`src/rtl/pio_out_ctrl_pkg.sv`:
```
// Register offsets and pulse FSM encoding shared by the PIO output controller files.
package pio_out_pkg;

  localparam logic [2:0] ADDR_DATA   = 3'd0;
  localparam logic [2:0] ADDR_SET    = 3'd2;
  localparam logic [2:0] ADDR_CLR    = 3'd3;
  localparam logic [2:0] ADDR_PLEN   = 3'd4;
  localparam logic [2:0] ADDR_PULSE  = 3'd5;
  localparam logic [2:0] ADDR_STATUS = 3'd6;

  typedef enum logic {
    ST_IDLE   = 1'b0,
    ST_ACTIVE = 1'b1
  } pulse_state_t;

endpackage

```
`src/rtl/pio_out_ctrl_if.sv`:
```
// Avalon-MM slave bus of the PIO output controller (zero wait states, word addressed).
interface pio_out_ctrl_if;

  logic [2:0]  address;
  logic        chipselect;
  logic        write_n;
  logic [31:0] writedata;
  logic [31:0] readdata;

  modport master (
    output address, chipselect, write_n, writedata,
    input  readdata
  );

  modport slave (
    input  address, chipselect, write_n, writedata,
    output readdata
  );

endinterface

```
`src/rtl/pio_pulse_timer.sv`:
```
// Pulse length register, inversion mask and down-counter FSM that times a pulse of PLEN cycles.
module pio_pulse_timer
  import pio_out_pkg::*;
#(
  parameter int WIDTH  = 3,
  parameter int PCNT_W = 16
) (
  input  logic              clk,
  input  logic              reset_n,
  input  logic              plen_we,
  input  logic [PCNT_W-1:0] plen_wdata,
  input  logic              pulse_we,
  input  logic [WIDTH-1:0]  pulse_wdata,
  output logic [PCNT_W-1:0] plen,
  output logic [WIDTH-1:0]  pulse_mask,
  output logic              busy
);

  pulse_state_t      state;
  logic [PCNT_W-1:0] cnt;
  logic              pulse_go;

  // A pulse request with zero length or empty mask is dropped without touching the FSM.
  assign pulse_go = pulse_we && (plen != '0) && (pulse_wdata != '0);
  assign busy     = (state == ST_ACTIVE);

  always_ff @(posedge clk) begin
    if (!reset_n) begin
      state      <= ST_IDLE;
      cnt        <= '0;
      pulse_mask <= '0;
      plen       <= '0;
    end else begin
      if (plen_we) begin
        plen <= plen_wdata;
      end
      if (pulse_go) begin
        // A new request restarts the pulse, even in the cycle it would have expired.
        pulse_mask <= pulse_wdata;
        cnt        <= plen;
        state      <= ST_ACTIVE;
      end else begin
        case (state)
          ST_ACTIVE: begin
            if (cnt == PCNT_W'(1)) begin
              state      <= ST_IDLE;
              pulse_mask <= '0;
              cnt        <= '0;
            end else begin
              cnt <= cnt - PCNT_W'(1);
            end
          end
          default: begin
            pulse_mask <= '0;
            cnt        <= '0;
          end
        endcase
      end
    end
  end

endmodule

```
`src/rtl/pio_out_ctrl.sv`:
```
// PIO output port with DATA/SET/CLR access and, when PIO_OUT_PULSE_EN is defined,
// a timed inversion pulse (PLEN/PULSE/STATUS registers).
module pio_out_ctrl
  import pio_out_pkg::*;
#(
  parameter int          WIDTH       = 3,
  parameter logic [31:0] RESET_VALUE = 32'h0000_0007,
  parameter int          PCNT_W      = 16
) (
  input  logic             clk,
  input  logic             reset_n,
  pio_out_ctrl_if.slave    bus,
  output logic [WIDTH-1:0] out_port
);

  logic              wr;
  logic [WIDTH-1:0]  wdata;
  logic [WIDTH-1:0]  data_out;
  logic [WIDTH-1:0]  pulse_mask;
  logic [PCNT_W-1:0] plen;
  logic              busy;
  logic [31:0]       data_ext;
  logic [31:0]       plen_ext;
  logic              unused_wdata;

  assign wr           = bus.chipselect && !bus.write_n;
  assign wdata        = bus.writedata[WIDTH-1:0];
  assign unused_wdata = ^bus.writedata;

  always_ff @(posedge clk) begin
    if (!reset_n) begin
      data_out <= RESET_VALUE[WIDTH-1:0];
    end else if (wr) begin
      case (bus.address)
        ADDR_DATA: data_out <= wdata;
        ADDR_SET:  data_out <= data_out | wdata;
        ADDR_CLR:  data_out <= data_out & ~wdata;
        default:   ;
      endcase
    end
  end

`ifdef PIO_OUT_PULSE_EN
  pio_pulse_timer #(
    .WIDTH  (WIDTH),
    .PCNT_W (PCNT_W)
  ) u_pulse_timer (
    .clk         (clk),
    .reset_n     (reset_n),
    .plen_we     (wr && (bus.address == ADDR_PLEN)),
    .plen_wdata  (bus.writedata[PCNT_W-1:0]),
    .pulse_we    (wr && (bus.address == ADDR_PULSE)),
    .pulse_wdata (wdata),
    .plen        (plen),
    .pulse_mask  (pulse_mask),
    .busy        (busy)
  );
`else
  assign plen       = '0;
  assign pulse_mask = '0;
  assign busy       = 1'b0;
`endif

  assign out_port = data_out ^ pulse_mask;

  always_comb begin
    data_ext              = '0;
    data_ext[WIDTH-1:0]   = data_out;
    plen_ext              = '0;
    plen_ext[PCNT_W-1:0]  = plen;
  end

  // Write-only and reserved offsets fall through to zero.
  always_comb begin
    case (bus.address)
      ADDR_DATA:   bus.readdata = data_ext;
      ADDR_PLEN:   bus.readdata = plen_ext;
      ADDR_STATUS: bus.readdata = {31'b0, busy};
      default:     bus.readdata = 32'b0;
    endcase
  end

endmodule

```
`src/flat_wrapper.sv`:
```
// flat-port wrapper written by rule: the top's interface ports become plain ports
module pio_out_ctrl_flat import pio_out_pkg::*;
#(
  parameter int          WIDTH       = 3,
  parameter logic [31:0] RESET_VALUE = 32'h0000_0007,
  parameter int          PCNT_W      = 16
)
  (clk, reset_n, out_port, bus_address, bus_chipselect, bus_write_n, bus_writedata, bus_readdata);
  pio_out_ctrl_if bus_i ();
  input  logic clk;
  input  logic reset_n;
  output logic [WIDTH-1:0] out_port;
  input wire logic [$bits(bus_i.address)-1:0] bus_address;
  input wire logic [$bits(bus_i.chipselect)-1:0] bus_chipselect;
  input wire logic [$bits(bus_i.write_n)-1:0] bus_write_n;
  input wire logic [$bits(bus_i.writedata)-1:0] bus_writedata;
  output wire logic [$bits(bus_i.readdata)-1:0] bus_readdata;
  assign bus_i.address = bus_address;
  assign bus_i.chipselect = bus_chipselect;
  assign bus_i.write_n = bus_write_n;
  assign bus_i.writedata = bus_writedata;
  assign bus_readdata = bus_i.readdata;
  pio_out_ctrl #(.WIDTH(WIDTH), .RESET_VALUE(RESET_VALUE), .PCNT_W(PCNT_W)) u_core (.clk(clk), .reset_n(reset_n), .bus(bus_i), .out_port(out_port));
endmodule
```
`config.mk`:
```
export PLATFORM = sky130hd
export DESIGN_NAME = pio_out_ctrl_flat
export DESIGN_NICKNAME = d
export VERILOG_FILES = /design/src/rtl/pio_out_ctrl_pkg.sv /design/src/rtl/pio_out_ctrl_if.sv /design/src/rtl/pio_pulse_timer.sv /design/src/rtl/pio_out_ctrl.sv /design/src/flat_wrapper.sv
export SDC_FILE = /design/constraint.sdc
export NUM_CORES = 1
export LEC_CHECK = 0
export CORE_MARGIN = 5
export CORE_UTILIZATION = 22
export CTS_CLUSTER_DIAMETER = 60
export CTS_CLUSTER_SIZE = 12
export DETAILED_ROUTE_END_ITERATION = 12
export MAX_ROUTING_LAYER = met4
export PLACE_DENSITY = 0.9
export REMOVE_ABC_BUFFERS = 1
export SLEW_MARGIN = 20
export SYNTH_ARGS = -nofsm -noshare
export SYNTH_HDL_FRONTEND = slang
export SYNTH_SLANG_ARGS = --single-unit
```
`constraint.sdc`:
```
create_clock -name clk -period 1.3 [get_ports clk]
set_clock_uncertainty 0.1 [all_clocks]
set_input_delay 0.325 -clock clk [delete_from_list [all_inputs] [get_ports clk]]
set_output_delay 0.325 -clock clk [all_outputs]
set_load 0.02 [all_outputs]
```
## Word-level counts from Yosys, hierarchy flattened

Index checks and enable logic that the tools add are counted.

| cells by class | value |
|---|---|
| muxes and demuxes | 2 |
| eq/ne operators | 2 |
| reduce and logical (&&, ||, !) cells | 5 |
| bitwise gates (word level) | 3 |

Operator list:

| operator | count |
|---|---|
| $pmux 3 s3 | 1 |
| $eq 3x2->1 const B | 2 |
| $and 3x3->3 | 1 |
| $logic_not 3->1 | 1 |
| $mux 3 | 1 |
| $not 3->3 | 1 |
| $or 3x3->3 | 1 |
| $reduce_bool 3->1 | 1 |
| $reduce_and 2->1 | 1 |
| $logic_and 1x1->1 | 1 |
| $logic_not 1->1 | 1 |

| word-level totals | value |
|---|---|
| register bits | 3 |
| bits of input ports | 39 |
| logic and storage cells | 13 |

## Longest topological paths before layout

Gate-level depths: netlist of run 1.

| logic depth | value |
|---|---|
| word-level depth | 3 |
| gate-level depth with buffers | 3 |
| gate-level depth less buffers | 3 |

## Worst setup path after synthesis of run 1

OpenSTA, ideal clock, no wires.

| timing path | value |
|---|---|
| path kind | input -> output |
| start point | input bus_address[2] |
| end point | output bus_readdata[0] |
| arrival time | 792 ps |
| required time | 875 ps |
| path slack | 83 ps |
| path buffers | 0 |
| stages | 2 |
| cells stage by stage | nor3_1 > and2_1 |

| on the way | value |
|---|---|
| cells in the longest elaborated chain, start to end | 2 |

Ends and longest elaborated chain:

| what | RTL line | source |
|---|---|---|
| start, declared | flat_wrapper.sv:13 | `input wire logic [$bits(bus_i.address)-1:0] bus_address;` |
| $logic_not 3->1 | pio_out_ctrl.sv:75 | `case (bus.address)` |
| $mux 3 | pio_out_ctrl.sv:75 |  |
| end, declared | flat_wrapper.sv:17 | `output wire logic [$bits(bus_i.readdata)-1:0] bus_readdata;` |

No other way between the ends.

## Worst setup path in the final report of run 1

| timing path | value |
|---|---|
| start point | input bus_address[1] |
| end point | output bus_readdata[2] |

Same word-level chain as after synthesis.

==> results of run 1 <==
-- per-layer routing --
metal	global-route usage [%]	part of all wire [%]	vias to the layer above
li1	-	-	159
met1	4.98	28	154
met2	12.2	61	19
met3	1.36	8.7	2
met4	7.47	2.4	0
met5	-	0	-
-- path summary, 6_finish.rpt --
check / slack (ps) / end / startpoint / cells after the start
worst max register to register: 440 / u_core.out_port[1]$_SDFFE_PN1P_ / u_core.out_port[1]$_SDFFE_PN1P_ / 2
worst min-delay path: 450 / u_core.out_port[2]$_SDFFE_PN1P_ / u_core.out_port[2]$_SDFFE_PN1P_ / 2
worst max-delay path: -70 / bus_readdata[2] / bus_address[1] / 4
worst min register to register: 450 / u_core.out_port[2]$_SDFFE_PN1P_ / u_core.out_port[2]$_SDFFE_PN1P_ / 2
-- cells by family after synthesis --
logic type,count (synthesis),synth area share [%]
mux,3,6.92
buf+inv,30,51.0
simple gates,9,17.9
flops,3,13.8
other cells,1,0.864
compound gates,6,9.51
-- cell type report --
| cell class | instances | share of cell area [%] |
|---|---|---|
| flip-flops and latches | 3 | 10.7 |
| well taps | 27 | 6.03 |
| multi-input cells | 47 | 50.0 |
| inverters | 1 | 0.670 |
| repair buffers | 18 | 27.9 |
| clock buffers | 4 | 4.69 |
-- through the flow --
stage               utilization (%)  setup TNS, ps  hold WS (ps)  setup slack, ps  total power, mW
floorplan                         -              0           410             83.1            0.204
CTS                            29.8           -158           462            -54.1            0.442
global route                   29.2           -273           481            -92.2            0.458
global placement               27.5          -4090           432             -955            0.261
detailed placement             27.5          -4380           443            -1010            0.264
finish                         29.2           -199           450            -66.8            0.431
-- cell usage in the layout, fill, tap and decap left out --
cell type,Yosys,layout
conb_1,1,29
buf_6,0,5
buf_2,0,4
clkdlybuf4s50_1,0,4
and2_4,0,3
mux2i_1,3,3
a311oi_1,3,3
clkbuf_4,0,3
buf_4,29,3
dfxtp_1,3,3
a21oi_1,3,2
dlygate4sd2_1,0,2
nor3_4,0,1
and2b_4,1,1
nand3b_1,1,1
nand2b_1,1,1
nor3b_4,1,1
and3_4,1,1
inv_1,1,1
a21oi_2,0,1
clkbuf_1,0,1
-- worst reg2reg max path, stage by stage (launching register included) --
cell and delay (ps):
dfxtp_1 320, a311oi_1 260, a21oi_2 60
-- timing repair --
| item | CTS | global route |
|---|---|---|
| pin swaps | 7 | 2 |
| gates resized for setup | 51 | 2 |
| endpoints found under the hold margin | 0 | 0 |
| endpoints found under the setup margin | 9 | 5 |
-- power groups by stage --
stage / clock network, mW / registers [mW] / logic (mW)
4_1_cts: 0.174 / 0.0979 / 0.170
3_5_place_dp: 0 / 0.0992 / 0.165
5_1_grt: 0.176 / 0.0981 / 0.184
2_1_floorplan: 0 / 0.102 / 0.102
6_report: 0.161 / 0.0980 / 0.172
3_3_place_gp: 0 / 0.0990 / 0.162
==> results.sh, run 1 <==
export IMPL_syn_inst=52
export IMPL_internal_power_mw=0.266
export IMPL_clk_path_buf_depth=2
export IMPL_switching_share_pct=38.3
export IMPL_regArea_um2=60.1
export IMPL_peakVddDrop_mv=0.364
export IMPL_synth_area_um2=434
export IMPL_power_switching_mw=0.165
export IMPL_synth_most_common_cell="buf_4"
export IMPL_crit_buf_inv=2
export IMPL_setup_ws_ps=-66.8
export IMPL_multi_input_area_um2=280
export IMPL_synth_edf_count=0
export IMPL_rsz0062_at_grt="true"
export IMPL_crit_fanout=3
export IMPL_yosysTopAreaCell="buf_4"
export IMPL_die_area_um2=2960
export IMPL_ys_types=14
export IMPL_synth_ff_type="dfxtp_1"
export IMPL_routed_wl_mm=1.02
export IMPL_ctsRootBufferMaster="clkbuf_4"
export IMPL_synth_async_reset_ratio_pct=0
export IMPL_finalNonFillerCells=100
export IMPL_area_growth_pct=29.1
export IMPL_clkPwrFrac_pct=37.4
export IMPL_htree_levels=1
export IMPL_routabilityCongestion=0.807
export IMPL_grt_overflow=0
export IMPL_violations="negative setup slack"
export IMPL_setup_viol=3
export IMPL_fin_crit_sh_pct=105
export IMPL_ios=74
export IMPL_grt_pass1_wl_mm=1.32
export IMPL_status="finished, violations left"
export IMPL_num_antenna_cells=0
export IMPL_ys_seq_area_share_pct=13.8
export IMPL_power_leakage_nw=0.281
export IMPL_post_cts_buffers=0
export IMPL_cap_violations=0
export IMPL_arrival_ps=940
export IMPL_via_count=334
export IMPL_crit_family="simple AND/OR/NAND/NOR gates"
export IMPL_place_port_buffers=15
export IMPL_die_h_um=54.4
export IMPL_dp_hpwl_um=870
export IMPL_crit_slowest_cell="nor3_4"
export IMPL_synth_area_per_cell_um2=8.35
export IMPL_cts_tree="done"
export IMPL_antenna_left=0
export IMPL_clock_sinks=3
export IMPL_largest_reg_flops=3
export IMPL_critPathRequiredTime_ps=880
export IMPL_cpMostUsedCell="buf_6"
export IMPL_cts_buffers=3
export IMPL_fp_coreArea_um2=1920
export IMPL_ys_warn_count=0
export IMPL_finalHoldViolations=0
export IMPL_end_kind="output port"
export IMPL_cp_slowest_stage_delay_ps=230
export IMPL_synth_top_area_share_pct=50.1
export IMPL_seqPwrFrac_pct=22.7
export IMPL_grt_max_degree=5
export IMPL_crit_type="input pin to output port"
export IMPL_nNetsFinal=113
export IMPL_hold_path_class="flip-flop to flip-flop"
export IMPL_p_per_area_nw_per_um2=770
export IMPL_die_width_um=54.4
export IMPL_antenna_found_initial=0
export IMPL_dp_cells=96
export IMPL_fill_cells=220
export IMPL_drc=0
export IMPL_fmax_mhz=732
export IMPL_grt_pass1_vias=336
export IMPL_period_minus_slack_ps=1370
export IMPL_first_pass_iters=2
export IMPL_wl_per_cell_um=10.2
export IMPL_rows=16
export IMPL_synthTopCellsByArea="buf_4 (50%), dfxtp_1 (14%), mux2i_1 (6.9%)"
export IMPL_clkTransAtPathRegs_ps=40
export IMPL_insertion_delay_ps=230
export IMPL_drtIter0Drc=9
export IMPL_cp_start_kind="input pin"
export IMPL_path_cells="buf_6 -> nor3_4 -> and2_4 -> buf_6"
export IMPL_layout_drive_gt1_share_pct=31.5
export IMPL_fin_area_um2=561
export IMPL_place_area_um2=528
export IMPL_ctsHoldBuffers=0
export IMPL_via_per_inst=3.34
export IMPL_drv_slew=0
export IMPL_start_util_pct=22.6
export IMPL_pwr_share_comb_pct=39.8
export IMPL_grt_usage_pct=6.64
export IMPL_ys_ff_latch=3
Power figures use the tool's default switching activity.
==> run 2: changes to the inputs <==
PLACE_DENSITY = 0.83   (was 0.9)
==> run 2 against run 1 <==
  * The flow still finishes with violations (negative setup slack)
  * Utilization up 0.20 points
  * Final area up 0.67%
  * Sequential power about the same
  * Critical path depth unchanged
  * Sequential share of layout area down 0.071 points
  * Worst hold slack worse by 24 ps
  * Flip-flop and latch count unchanged
  * Cell count down 1.0%
  * Non-clock buffer count down 1
  * First-iteration DRC count unchanged
  * Routed wire length down 6.6%
  * Clock power up 4%
==> results.sh, run 2 (synthesized netlist as in run 1, its figures left out) <==
export IMPL_ctsRootBufferMaster="clkbuf_4"
export IMPL_hold_path_class="input pin to flip-flop"
export IMPL_setup_viol=3
export IMPL_most_common_layout_cells="conb_1 (29), buf_6 (5), buf_2 (4), clkdlybuf4s50_1 (4)"
export IMPL_layout_drive_gt1_share_pct=30.6
export IMPL_nNetsFinal=112
export IMPL_peakVddDrop_mv=0.282
export IMPL_die_width_um=54.4
export IMPL_drc=0
export IMPL_largest_reg_flops=3
export IMPL_area_growth_pct=30.0
export IMPL_arrival_ps=910
export IMPL_worstHoldStart="bus_address[2]"
export IMPL_rsz0062_at_grt="true"
export IMPL_first_pass_iters=4
export IMPL_power_leakage_nw=0.292
export IMPL_place_port_buffers=15
export IMPL_crit_fanout=3
export IMPL_htree_levels=1
export IMPL_cts_tree="done"
export IMPL_grt_usage_pct=6.42
export IMPL_die_h_um=54.4
export IMPL_drv_slew=0
export IMPL_num_antenna_cells=0
export IMPL_clock_sinks=3
export IMPL_ios=74
export IMPL_place_area_um2=513
export IMPL_grt_pass1_wl_mm=1.24
export IMPL_p_per_area_nw_per_um2=770
export IMPL_critPathRequiredTime_ps=880
export IMPL_wl_per_cell_um=9.66
export IMPL_cp_start_kind="input pin"
export IMPL_antenna_found_initial=0
export IMPL_cp_startpoint="bus_address[1]"
export IMPL_die_area_um2=2960
export IMPL_cts_buffers=3
export IMPL_clkTransAtPathRegs_ps=40
export IMPL_clkPwrFrac_pct=38.4
export IMPL_multi_input_area_um2=284
export IMPL_fin_crit_sh_pct=102
export IMPL_routed_wl_um=956
export IMPL_status="finished, violations left"
export IMPL_antenna_left=0
export IMPL_fin_area_um2=564
export IMPL_ctsHoldBuffers=0
export IMPL_grt_overflow=0
export IMPL_power_switching_mw=0.170
export IMPL_insertion_delay_ps=240
export IMPL_seqPwrFrac_pct=22.5
export IMPL_regArea_um2=60.1
export IMPL_cap_violations=0
export IMPL_fp_coreArea_um2=1920
export IMPL_clk_path_buf_depth=2
export IMPL_crit_type="input pin to output port"
export IMPL_tns_ps=-75.7
export IMPL_rows=16
export IMPL_finalHoldViolations=0
export IMPL_internal_power_mw=0.264
export IMPL_via_count=342
export IMPL_pwr_share_comb_pct=39.0
export IMPL_via_per_inst=3.45
export IMPL_utilization_pct=29.4
export IMPL_final_common_cell="conb_1"
export IMPL_grt_pass1_vias=306
export IMPL_grt_max_degree=5
export IMPL_timing_rr_start="u_core.out_port[0]$_SDFFE_PN1P_"
export IMPL_power_total_mw=0.434
export IMPL_start_util_pct=22.6
export IMPL_fmax_mhz=751
export IMPL_dp_hpwl_um=813
export IMPL_switching_share_pct=39.2
export IMPL_drtIter0Drc=9
export IMPL_end_kind="output port"
export IMPL_period_minus_slack_ps=1330
export IMPL_fill_cells=213
export IMPL_setup_ws_ps=-31.1
export IMPL_violations="negative setup slack"
export IMPL_routabilityCongestion=0.727
## run 2: worst paths after layout
| path | to | slack (ps) | cells after the start |
|---|---|---|---|
| setup / recovery | bus_readdata[2] | -30 | 4 |
| hold / removal | u_core.out_port[2]$_SDFFE_PN1P_ | 430 | 4 |
| setup reg to reg | u_core.out_port[0]$_SDFFE_PN1P_ | 450 | 2 |
| hold reg to reg | u_core.out_port[2]$_SDFFE_PN1P_ | 450 | 2 |
## run 2: repair_timing
| item | 4_1_cts | 5_1_grt |
|---|---|---|
| resized for setup | 47 | 7 |
| endpoints found under the setup margin | 9 | 9 |
| pin swaps | 4 | 3 |
| buffers inserted | 0 | 1 |
## run 2: power groups by stage
stage	Sequential [mW]	Combinational (mW)	Clock, mW
after CTS	0.0979	0.165	0.170
final	0.0979	0.170	0.167
after floorplan	0.102	0.102	0
after global routing	0.0983	0.181	0.186
after global placement	0.0992	0.157	0
after detailed placement	0.0991	0.160	0
## run 2: metal layers
layer	global-route usage, %	wire length [um]
met5	-	0
met4	4.98	11
met3	2.72	89
met2	12.4	583
met1	4.35	272
## run 2: through the flow
stage / setup WS (ps) / cells / hold slack, ps
after floorplan: 83.1 / 51 / 410
after global placement: -1040 / 94 / 447
after detailed placement: -1050 / 94 / 455
after CTS: -29.8 / 98 / 468
after global routing: -60.2 / 99 / 432
final: -31.1 / 99 / 426
## run 2: final cells by class
cell class | instances | area share (%)
inverter | 1 | 0.665
sequential | 3 | 10.6
clock buffer | 4 | 4.66
multi-input combinational | 47 | 50.3
timing repair buffer | 17 | 27.7
tap | 27 | 5.99
## run 2: critical path: stages
cell	delay, ps
buf_6	100
nor3_4	200
and2_1	170
buf_6	120
==> run 3: changes to the inputs <==
CORE_MARGIN = 2   (was 5)
==> run 3 against run 2 <==
  * The run still ends with negative setup slack left
  * Sequential power barely moved
  * Setup slack lost 9.3 ps
  * Final area up 7.5%
  * Global-route usage rose by 0.97 points
  * Critical path depth did not move
  * Largest power group unchanged
==> results.sh, run 3 (synthesized netlist as in run 1, its figures left out) <==
export IMPL_path_cells="buf_8 -> nor3_4 -> and2_4 -> buf_6"
export IMPL_via_per_inst=3.54
export IMPL_die_h_um=48.4
export IMPL_clkTransAtPathRegs_ps=30
export IMPL_seqPwrFrac_pct=22.3
export IMPL_status="finished, violations left"
export IMPL_most_common_layout_cells="conb_1 (29), buf_4 (6), buf_6 (4), clkdlybuf4s50_1 (4)"
export IMPL_cts_buffers=3
export IMPL_crit_type="input pin to output port"
export IMPL_clk_path_buf_depth=2
export IMPL_place_port_buffers=15
export IMPL_clkPwrFrac_pct=36.8
export IMPL_layout_drive_gt1_share_pct=34.2
export IMPL_grt_overflow=0
export IMPL_internal_power_mw=0.273
export IMPL_rsz0062_at_grt="true"
export IMPL_via_count=365
export IMPL_crit_slowest_cell="nor3_4"
export IMPL_htree_levels=1
export IMPL_finalHoldViolations=0
export IMPL_setup_ws_ps=-40.4
export IMPL_fmax_mhz=746
export IMPL_fp_coreArea_um2=1900
export IMPL_cap_violations=0
export IMPL_crit_family="simple AND/OR/NAND/NOR gates"
export IMPL_ctsRootBufferMaster="clkbuf_4"
export IMPL_grt_pass1_wl_mm=1.24
export IMPL_drv_slew=0
export IMPL_die_width_um=48.4
export IMPL_peakVddDrop_mv=0.183
export IMPL_fin_crit_sh_pct=103
export IMPL_finalNonFillerCells=103
export IMPL_p_per_area_nw_per_um2=721
export IMPL_largest_reg_flops=3
export IMPL_crit_fanout=3
export IMPL_setup_viol=3
export IMPL_routabilityCongestion=0.834
export IMPL_multi_input_area_um2=280
export IMPL_period_minus_slack_ps=1340
export IMPL_routed_wl_um=891
export IMPL_crit_buf_inv=2
export IMPL_fill_cells=207
export IMPL_area_growth_pct=39.8
export IMPL_cts_tree="done"
export IMPL_violations="negative setup slack"
export IMPL_ios=74
export IMPL_grt_max_degree=5
export IMPL_critPathRequiredTime_ps=880
export IMPL_rows=16
export IMPL_tns_ps=-115
export IMPL_dp_hpwl_um=739
export IMPL_power_switching_mw=0.165
export IMPL_num_antenna_cells=0
export IMPL_grt_usage_pct=7.39
export IMPL_utilization_pct=31.9
export IMPL_cp_slowest_stage_delay_ps=210
export IMPL_first_pass_iters=4
export IMPL_cp_start_kind="input pin"
export IMPL_power_leakage_nw=0.317
export IMPL_pwr_share_comb_pct=40.9
export IMPL_wl_per_cell_um=8.65
export IMPL_nNetsFinal=116
export IMPL_arrival_ps=920
export IMPL_drtIter0Drc=2
export IMPL_antenna_left=0
export IMPL_power_total_mw=0.438
export IMPL_die_area_um2=2340
export IMPL_regArea_um2=60.1
export IMPL_dp_cells=98
export IMPL_insertion_delay_ps=230
export IMPL_clock_sinks=3
export IMPL_end_kind="output port"
export IMPL_start_util_pct=22.8
export IMPL_drc=0
export IMPL_final_common_cell="conb_1"
export IMPL_grt_pass1_vias=322
export IMPL_switching_share_pct=37.6
export IMPL_hold_path_class="input pin to flip-flop"
export IMPL_antenna_found_initial=0
run 3: cell types whose count changed in the layout (fill, tap and decap cells not counted):
| cell | before | now |
|---|---|---|
| buf_8 | 0 | 1 |
| a311oi_2 | 1 | 0 |
| a311oi_1 | 2 | 3 |
| clkdlybuf4s15_2 | 0 | 2 |
| buf_6 | 5 | 4 |
| and2_4 | 2 | 3 |
| buf_2 | 4 | 2 |
| and2_1 | 1 | 0 |
| buf_4 | 2 | 6 |
run 3: through the flow:
stage          hold slack, ps  worst slack (ps)  instance area, um^2
2_1_floorplan             410              83.1                  322
3_3_place_gp              515              -939                  543
3_5_place_dp              510              -987                  543
4_1_cts                   477             -47.8                  593
5_1_grt                   526             -73.6                  607
6_report                  488             -40.4                  607
run 3: worst paths after layout:
kind / start / end / slack [ps] / cells after the start
worst max-delay path: bus_address[2] / bus_readdata[1] / -40 / 4
worst min-delay path: bus_address[0] / u_core.out_port[0]$_SDFFE_PN1P_ / 490 / 4
worst max register to register: u_core.out_port[1]$_SDFFE_PN1P_ / u_core.out_port[1]$_SDFFE_PN1P_ / 300 / 3
worst min register to register: u_core.out_port[0]$_SDFFE_PN1P_ / u_core.out_port[0]$_SDFFE_PN1P_ / 530 / 3
run 3: what timing repair did:
action / 4_1_cts / 5_1_grt
hold buffers: 0 / 0
resized for setup: 48 / 5
endpoints found under the setup margin: 9 / 7
setup buffers: 0 / 1
pin swaps: 4 / 7
run 3: per-layer routing:
layer	vias to the layer above	routed length, um	track usage, %
met3	4	81	2.78
met5	-	0	-
met4	0	27	6.19
met2	36	513	15.5
li1	163	-	-
met1	162	268	4.02
run 3: power by group through the flow:
stage	registers, mW	logic, mW	clock network (mW)
2_1_floorplan	0.102	0.102	0
3_3_place_gp	0.0988	0.164	0
3_5_place_dp	0.0989	0.166	0
4_1_cts	0.0977	0.173	0.167
5_1_grt	0.0980	0.188	0.172
6_report	0.0976	0.179	0.161
run 3: layout make-up:
class	instances	area share, %
Sequential cell	3	9.90
Inverter	1	0.619
Timing Repair Buffer	21	33.4
Multi-Input combinational cell	47	46.2
Tap cell	27	5.57
Clock buffer	4	4.33
run 3: worst register-to-register path, cell delays in order (launching register included):
cell and delay (ps):
dfxtp_1 310, buf_4 130, a311oi_1 280, a21oi_2 50
